[src/rtl/accumulate.sv]
// ----------------------------------------------------------------------------
// accumulate
//
// Signed saturating accumulator. Sums a stream of signed MAC products into
// one result per kernel window. Each window is seeded with a sign-extended
// bias. Results pass through a 2-entry FIFO, so the product stream stalls
// only when two results are waiting for the downstream consumer.
//
// Parameters
//   MAC_WIDTH   width of the signed input product
//   NUM_WIDTH   width of the signed accumulator and result (> MAC_WIDTH)
//   BIAS_WIDTH  width of the signed bias (< NUM_WIDTH)
//
// Ports
//   clk       in   single clock, rising edge
//   rst       in   synchronous, active-high reset
//   cfg_bias  in   signed bias, sampled when a window's first term is taken
//   up_val    in   product valid
//   up_last   in   final product of a window (qualified by up_val)
//   up_data   in   signed product
//   up_rdy    out  product accepted on up_val & up_rdy
//   dn_val    out  result valid (FIFO non-empty)
//   dn_data   out  signed accumulated result (FIFO head)
//   dn_ovf    out  the window saturated at least once (qualified by dn_val)
//   dn_rdy    in   result consumed on dn_val & dn_rdy
// ----------------------------------------------------------------------------
module accumulate #(
  parameter int MAC_WIDTH  = 32,
  parameter int NUM_WIDTH  = 33,
  parameter int BIAS_WIDTH = 16
) (
  input  logic                  clk,
  input  logic                  rst,
  input  logic [BIAS_WIDTH-1:0] cfg_bias,
  input  logic                  up_val,
  input  logic                  up_last,
  input  logic [MAC_WIDTH-1:0]  up_data,
  output logic                  up_rdy,
  output logic                  dn_val,
  output logic [NUM_WIDTH-1:0]  dn_data,
  output logic                  dn_ovf,
  input  logic                  dn_rdy
);

  // The sum carries one extra bit so overflow shows up as a mismatch between
  // the two top bits.
  localparam int SUM_WIDTH = NUM_WIDTH + 1;

  localparam logic [NUM_WIDTH-1:0] SAT_MAX = {1'b0, {(NUM_WIDTH-1){1'b1}}};
  localparam logic [NUM_WIDTH-1:0] SAT_MIN = {1'b1, {(NUM_WIDTH-1){1'b0}}};

  // Window state
  logic                 first_q;
  logic [NUM_WIDTH-1:0] acc_q;
  logic                 ovf_q;

  // Output FIFO: two entries addressed by one-bit pointers
  logic [NUM_WIDTH-1:0] buf_data_q [2];
  logic                 buf_ovf_q  [2];
  logic                 wr_ptr_q;
  logic                 rd_ptr_q;
  logic [1:0]           count_q;

  logic                 accept;
  logic                 push;
  logic                 pop;
  logic [NUM_WIDTH-1:0] base;
  logic [SUM_WIDTH-1:0] sum;
  logic                 pos_sat;
  logic                 neg_sat;
  logic [NUM_WIDTH-1:0] sat_val;
  logic                 next_ovf;

  // up_rdy and dn_val are forced low combinationally while rst is high, so
  // nothing leaks out during the reset cycle itself.
  assign up_rdy  = ~rst & (count_q != 2'd2);
  assign dn_val  = ~rst & (count_q != 2'd0);
  assign dn_data = rst ? '0   : buf_data_q[rd_ptr_q];
  assign dn_ovf  = rst ? 1'b0 : buf_ovf_q[rd_ptr_q];

  assign accept = up_val & up_rdy;
  assign push   = accept & up_last;
  assign pop    = dn_val & dn_rdy;

  always_comb begin
    // NOTE: every output of this block is assigned on every path, starting
    // with defaults, so no latches are inferred.
    base     = acc_q;
    sat_val  = '0;
    next_ovf = ovf_q;
    if (first_q) begin
      base     = {{(NUM_WIDTH-BIAS_WIDTH){cfg_bias[BIAS_WIDTH-1]}}, cfg_bias};
      next_ovf = 1'b0;
    end

    sum = {base[NUM_WIDTH-1], base}
        + {{(SUM_WIDTH-MAC_WIDTH){up_data[MAC_WIDTH-1]}}, up_data};

    pos_sat = ~sum[SUM_WIDTH-1] &  sum[SUM_WIDTH-2];
    neg_sat =  sum[SUM_WIDTH-1] & ~sum[SUM_WIDTH-2];

    if (pos_sat)      sat_val = SAT_MAX;
    else if (neg_sat) sat_val = SAT_MIN;
    else              sat_val = sum[NUM_WIDTH-1:0];

    next_ovf = next_ovf | pos_sat | neg_sat;
  end

  always_ff @(posedge clk) begin
    // NOTE: all state updates use non-blocking assignments so every register
    // samples pre-edge values regardless of statement order.
    if (rst) begin
      first_q  <= 1'b1;
      acc_q    <= '0;
      ovf_q    <= 1'b0;
      wr_ptr_q <= 1'b0;
      rd_ptr_q <= 1'b0;
      count_q  <= 2'd0;
      // NOTE: the FIFO storage is reset too, because its head drives dn_data
      // directly and must read as zero once reset has been applied.
      for (int i = 0; i < 2; i++) begin
        buf_data_q[i] <= '0;
        buf_ovf_q[i]  <= 1'b0;
      end
    end else begin
      if (accept) begin
        acc_q   <= sat_val;
        ovf_q   <= next_ovf;
        first_q <= up_last;
      end

      if (push) begin
        buf_data_q[wr_ptr_q] <= sat_val;
        buf_ovf_q[wr_ptr_q]  <= next_ovf;
        wr_ptr_q             <= ~wr_ptr_q;
      end

      if (pop) begin
        rd_ptr_q <= ~rd_ptr_q;
      end

      // A simultaneous push and pop leaves the occupancy unchanged.
      case ({push, pop})
        2'b10:   count_q <= count_q + 2'd1;
        2'b01:   count_q <= count_q - 2'd1;
        default: count_q <= count_q;
      endcase
    end
  end

endmodule

[config.mk]
export PLATFORM = sky130hd
export DESIGN_NAME = accumulate
export DESIGN_NICKNAME = d
export VERILOG_FILES = /design/src/rtl/accumulate.sv
export SDC_FILE = /design/constraint.sdc
export NUM_CORES = 1
export LEC_CHECK = 0
export CAP_MARGIN = 15
export CELL_PAD_IN_SITES_DETAIL_PLACEMENT = 1
export CELL_PAD_IN_SITES_GLOBAL_PLACEMENT = 1
export CORE_UTILIZATION = 40
export DETAILED_ROUTE_END_ITERATION = 7
export PLACE_DENSITY = 0.81
export SKIP_CTS_REPAIR_TIMING = 1
export SLEW_MARGIN = 20
export SYNTH_ARGS = -nofsm -noshare
export SYNTH_HDL_FRONTEND = slang
export SYNTH_SLANG_ARGS = --single-unit
export TNS_END_PERCENT = 50
[constraint.sdc]
create_clock -name clk -period 8.6 [get_ports clk]
set_clock_uncertainty 0.1 [all_clocks]
set_input_delay 1.29 -clock clk [delete_from_list [all_inputs] [get_ports clk]]
set_output_delay 1.29 -clock clk [all_outputs]
set_load 0.05 [all_outputs]
==> results of run 1 <==
power breakdown:
group | switching, mW | internal (mW)
logic | 0.435 | 0.251
clock network | 0.201 | 0.201
registers | 0.0274 | 0.608
stage by stage:
| step | setup WS, ns | utilization [%] | area (µm²) | power, mW | cells |
|---|---|---|---|---|---|
| after floorplan | 4.13 | - | 7140 | 1.14 | 751 |
| after detailed placement | 2.79 | 46.8 | 8130 | 1.32 | 1028 |
| after global placement | 2.88 | 46.8 | 8130 | 1.30 | 1028 |
| after global routing | 2.78 | 48.5 | 8410 | 1.81 | 1044 |
| final | 3.09 | 48.5 | 8410 | 1.72 | 1044 |
| after CTS | 3.15 | 48.5 | 8410 | 1.73 | 1044 |
area by class of cell:
| class | instances | area [µm²] |
|---|---|---|
| flip-flops and latches | 108 | 2840 |
| clock buffers | 9 | 225 |
| well taps | 225 | 282 |
| fillers | 1987 | 8950 |
| clock inverters | 7 | 56.3 |
| inverters | 27 | 101 |
| repair buffers | 97 | 943 |
| multi-input cells | 571 | 3960 |
registers in the layout, summed over array words and instances (netlist names), named ones only:
signal      flops
buf_data_q     66
acc_q          33
buf_ovf_q       2
count_q         2
first_q         1
ovf_q           1
rd_ptr_q        1
wr_ptr_q        1
worst max-delay path, stage by stage:
cell	delay [ns]
clkdlybuf4s50_1	0.40
nand2_1	0.36
o21ai_0	0.29
ha_1	0.49
a21oi_4	0.19
o21ai_1	0.12
a21o_1	0.18
a2111o_1	0.40
o31ai_1	0.46
mux2i_4	0.16
inv_2	0.47
buf_4	0.51
a21oi_4	0.13
nor2_1	0.14
cells in the final DEF (no fill, tap or decap), drive strengths merged, types with 3 or more instances in the layout:
cell,synthesis,final
nor2,126,126
clkdlybuf4s50,0,87
o21ai,72,72
a21oi,70,70
edfxtp,68,68
nand2,41,41
dfxtp,40,40
mux2i,36,36
ha,34,34
inv,27,31
nand3b,18,18
or3,18,18
xnor2,15,15
xor2,15,15
mux2,14,14
nand3,10,10
buf,12,10
a31oi,9,9
clkbuf,33,9
a21o,8,8
and2,7,7
nand2b,7,7
nor2b,7,7
and3,6,6
nor3,5,5
nand4,5,5
o21a,5,5
or2,4,4
o211ai,3,3
a211o,3,3
o31ai,3,3
clkinv,0,3
metal layers:
| metal | wire length [µm] | vias up | share of wire (%) | GRT usage, % |
|---|---|---|---|---|
| met5 | 0 | - | 0 | 0 |
| met4 | 304 | 0 | 1.5 | 6.18 |
| met3 | 570 | 20 | 2.8 | 2.62 |
| met2 | 9570 | 112 | 47 | 36.1 |
| met1 | 9850 | 2879 | 49 | 32.5 |
| li1 | - | 2811 | - | - |
how the worst max path moves through the flow:
stage,cells past startpoint,to,from
after floorplan,15,buf_data_q[1][10],cfg_bias[15]
after global placement,14,buf_data_q[0][10],cfg_bias[15]
after detailed placement,14,buf_data_q[0][13],cfg_bias[15]
after CTS,14,buf_data_q[1][17],cfg_bias[15]
after global routing,14,acc_q[1],cfg_bias[15]
final,14,buf_data_q[1][10],cfg_bias[15]
cell families after synthesis:
| kind of cell | after synthesis |
|---|---|
| simple gates | 263 |
| compound gates | 193 |
| mux | 50 |
| flops | 108 |
| fa+ha+maj | 35 |
| xor+xnor | 30 |
| buf+inv | 72 |
==> flow_summary.ini, run 1 <==
[run_status]
status = finished, final reports clean

[route]
vias_per_cell = 5.58
drc = 0
ant_nets = 0
routed_wl_mm = 20.3
vias = 5822
drtIter0Drc = 396
dr.pass1.iters = 4
wl_per_cell_um = 19.4

[clock_network]
cts.path.max_buffers = 2
clock-sinks = 108
cts_buffers = 9
clk-insertion-delay-late_ns = 0.36
cts-htree-levels = 3
cts_tree = built
root_buffer = clkbuf_16
clkTransAtPathRegs_ns = 0.08

[synth]
ys_seq_area_share_pct = 39.8
synth.avg_cell_area_um2 = 9.51
syn_area_mm2 = 0.00714
synth_cell_types = 64
synth_top_area_share_pct = 28.6
ys_async_sr_fraction_pct = 0
yosysTopAreaCell = edfxtp_1
ys.flop_type = edfxtp_1
synthTopCellsByCount = nor2_1, edfxtp_1, nand2_1, o21ai_0, dfxtp_1
synth_top_family_by_area = compound AO/OA/AOI/OAI gates
yosys_warnings = 0
syn_nets = 839
netlist_top_cells_area = edfxtp_1, dfxtp_1, nor2_1, ha_1, a21oi_4
synth_compound_area_share_pct = 20.5
synthXorXnorAreaFrac_pct = 3.68
syn_inst = 751
synth_edf_count = 68
synth_seq_cells = 108
synth_mux_area_share_pct = 7.43
synthAdderAreaFrac_pct = 6.24
yosys.area_share.simple_pct = 17.6
yosysMostFrequentCell = nor2_1

[grt]
antenna_found_initial = 0
grt_pass1_vias = 5814
grt_usage_pct = 22.8
gr-total-overflow = 0
grt_pass1_wl_mm = 31.9
grt_max_degree = 79

[worst_hold_path]
holdPathEnd = ovf_q
hold-path-cell-count = 2
holdCritStartpoint = ovf_q
hp-class = reg -> reg

[timing]
final-setup-viol-count = 0
period_needed_ns = 5.51
hold_viol = 0
worst_pin_slew_ns = 1.11
fin_setup_tns_ns = 0
max_freq_ghz = 0.182
max-slew-margin-rel_pct = 26.1
period_share_pct = 64.1
hold_slack_ns = 0.378
maxSlewViolCount = 0
rsz0062_at_grt = no

[floorplan]
chipHeight_um = 136
initial_core_util_pct = 41.1
rows = 48
io_pins = 89
dieArea_mm2 = 0.0184
die_w_um = 136
core_mm2 = 0.0174

[placed_design]
place_congestion = 0.851
port_buffers = 88
dp.final_hpwl_mm = 15.1

[layout]
nets = 902
n_antenna_cell = 0
syn2layout_area_growth_pct = 17.8
layout-drive-gt1-share_pct = 10.7

[power]
p_leak_nw = 3.09
power_density_mw_per_mm2 = 205
vdd_drop_max_uv = 101

[setup_path]
cp_max_fo = 18
timing.rr.start = first_q
r2r_end = buf_data_q[1][10]
r2r_setup_slack_ns = 3.73
r2r_cells = 14
end_kind = flip-flop
cp.arrival_ns = 5.62
critPathLaunchType = primary input
crit_required_ns = 8.71
critPathKind = in -> reg

[job]
max_cap_viol_count = 0
No activity file was read; power rests on OpenSTA's default activity.
==> inputs of run 2 (changes only) <==
==> constraint.sdc (replaced) <==
create_clock -name clk -period 5.4 [get_ports clk]
set_clock_uncertainty 0.1 [all_clocks]
set_input_delay 0.81 -clock clk [delete_from_list [all_inputs] [get_ports clk]]
set_output_delay 0.81 -clock clk [all_outputs]
set_load 0.05 [all_outputs]
==> run 2 against run 1 <==
Global-route usage is 0.70 points higher. Critical endpoint is now buf_data_q[0][19]. Worst hold slack improved by 0.0060 ns. Total power grew 61%. Largest power group unchanged. Largest cell class unchanged.
==> flow_summary.ini, run 2 (synthesized netlist as in run 1, its figures left out) <==
[run_status]
status = finished, final reports clean

[route]
drtIter0Drc = 430
routed_wl_mm = 20.9
dr.pass1.iters = 4
vias = 5843
vias_per_cell = 5.57
wl_per_cell_um = 19.9
ant_nets = 0
drc = 0

[grt]
grt_usage_pct = 23.5
grt_max_degree = 78
grt_pass1_vias = 5979
gr-total-overflow = 0
grt_pass1_wl_mm = 32.9
antenna_found_initial = 0

[power]
power_mw = 2.78
power_density_mw_per_mm2 = 327
p_leak_nw = 3.12
vdd_drop_max_uv = 169

[clock_network]
clock-sinks = 108
clkTransAtPathRegs_ns = 0.07
clk-insertion-delay-late_ns = 0.35
cts_tree = built
cts-htree-levels = 3
cts.path.max_buffers = 2
cts_buffers = 9
root_buffer = clkbuf_16

[timing]
final-setup-viol-count = 0
maxSlewViolCount = 0
period_share_pct = 91.3
fin_setup_tns_ns = 0
hold_viol = 0
worst_pin_slew_ns = 0.745
max_freq_ghz = 0.203
hold_slack_ns = 0.384
rsz0062_at_grt = no
fin_ws_ns = 0.472
period_needed_ns = 4.93
max-slew-margin-rel_pct = 50.3

[setup_path]
critPathLaunchType = primary input
crit_required_ns = 5.37
end_kind = flip-flop
r2r_end = buf_data_q[0][19]
cp-endpoint = buf_data_q[0][19]
r2r_setup_slack_ns = 0.61
crit_start = cfg_bias[15]
cp_max_fo = 18
cp.arrival_ns = 4.90
timing.rr.start = first_q
critPathKind = in -> reg
r2r_cells = 14

[placed_design]
port_buffers = 88
place_congestion = 0.901
place_ws_ns = 0.162
placed_area_mm2 = 0.00817
dp_cells = 1032
dp.final_hpwl_mm = 15.4

[layout]
top_register = buf_data_q
nets = 907
n_antenna_cell = 0
top_regs = buf_data_q (66), acc_q (33)
final_cell_mix = nor2_1, clkdlybuf4s50_1, edfxtp_1, nand2_1, o21ai_0
final_util_pct = 48.9
layout-drive-gt1-share_pct = 11.0
fin_area_mm2 = 0.00849
syn2layout_area_growth_pct = 18.9
largest_reg_flops = 66
final_common_cell = nor2_1
final_cells = 1049

[floorplan]
rows = 48
dieArea_mm2 = 0.0184
initial_core_util_pct = 41.1
die_w_um = 136
core_mm2 = 0.0174
chipHeight_um = 136
io_pins = 89

[worst_hold_path]
hp-class = reg -> reg

[job]
max_cap_viol_count = 0
[run 2: area by class of cell]
cell class | count | area (µm²)
timing repair buffer | 102 | 1010
multi-input combinational | 571 | 3960
clock inverter | 4 | 51.3
fill | 2014 | 8870
inverter | 27 | 101
clock buffer | 12 | 246
tap | 225 | 282
sequential | 108 | 2840
[run 2: worst min-delay path by stage]
stage	slack, ns	cells after the start	to	start
2_1_floorplan	0.34	2	ovf_q	ovf_q
3_3_place_gp	0.36	2	ovf_q	ovf_q
3_5_place_dp	0.38	2	ovf_q	ovf_q
4_1_cts	0.39	2	ovf_q	ovf_q
5_1_grt	0.41	2	ovf_q	ovf_q
6_report	0.38	2	ovf_q	ovf_q
[run 2: worst max-delay path, stage by stage]
cell	delay, ns
clkdlybuf4s50_1	0.40
nand2_1	0.38
o21ai_0	0.27
ha_1	0.49
a21oi_4	0.20
o21ai_1	0.13
a21o_1	0.19
a2111o_1	0.40
or4b_4	0.56
mux2i_4	0.25
inv_2	0.24
buf_4	0.27
a21oi_4	0.21
nor2_1	0.09
[run 2: power breakdown]
part	internal [mW]	switching [mW]	leakage (nW)
clock	0.373	0.293	0.143
combinational	0.409	0.700	1.94
sequential	0.968	0.0371	1.04
[run 2: per-layer routing]
metal | vias up | share of wire [%] | global-route usage [%]
li1 | 2819 | - | -
met4 | 0 | 1.1 | 5.62
met2 | 134 | 48 | 38.7
met1 | 2873 | 47 | 32.9
met3 | 17 | 3.9 | 2.32
met5 | - | 0 | 0
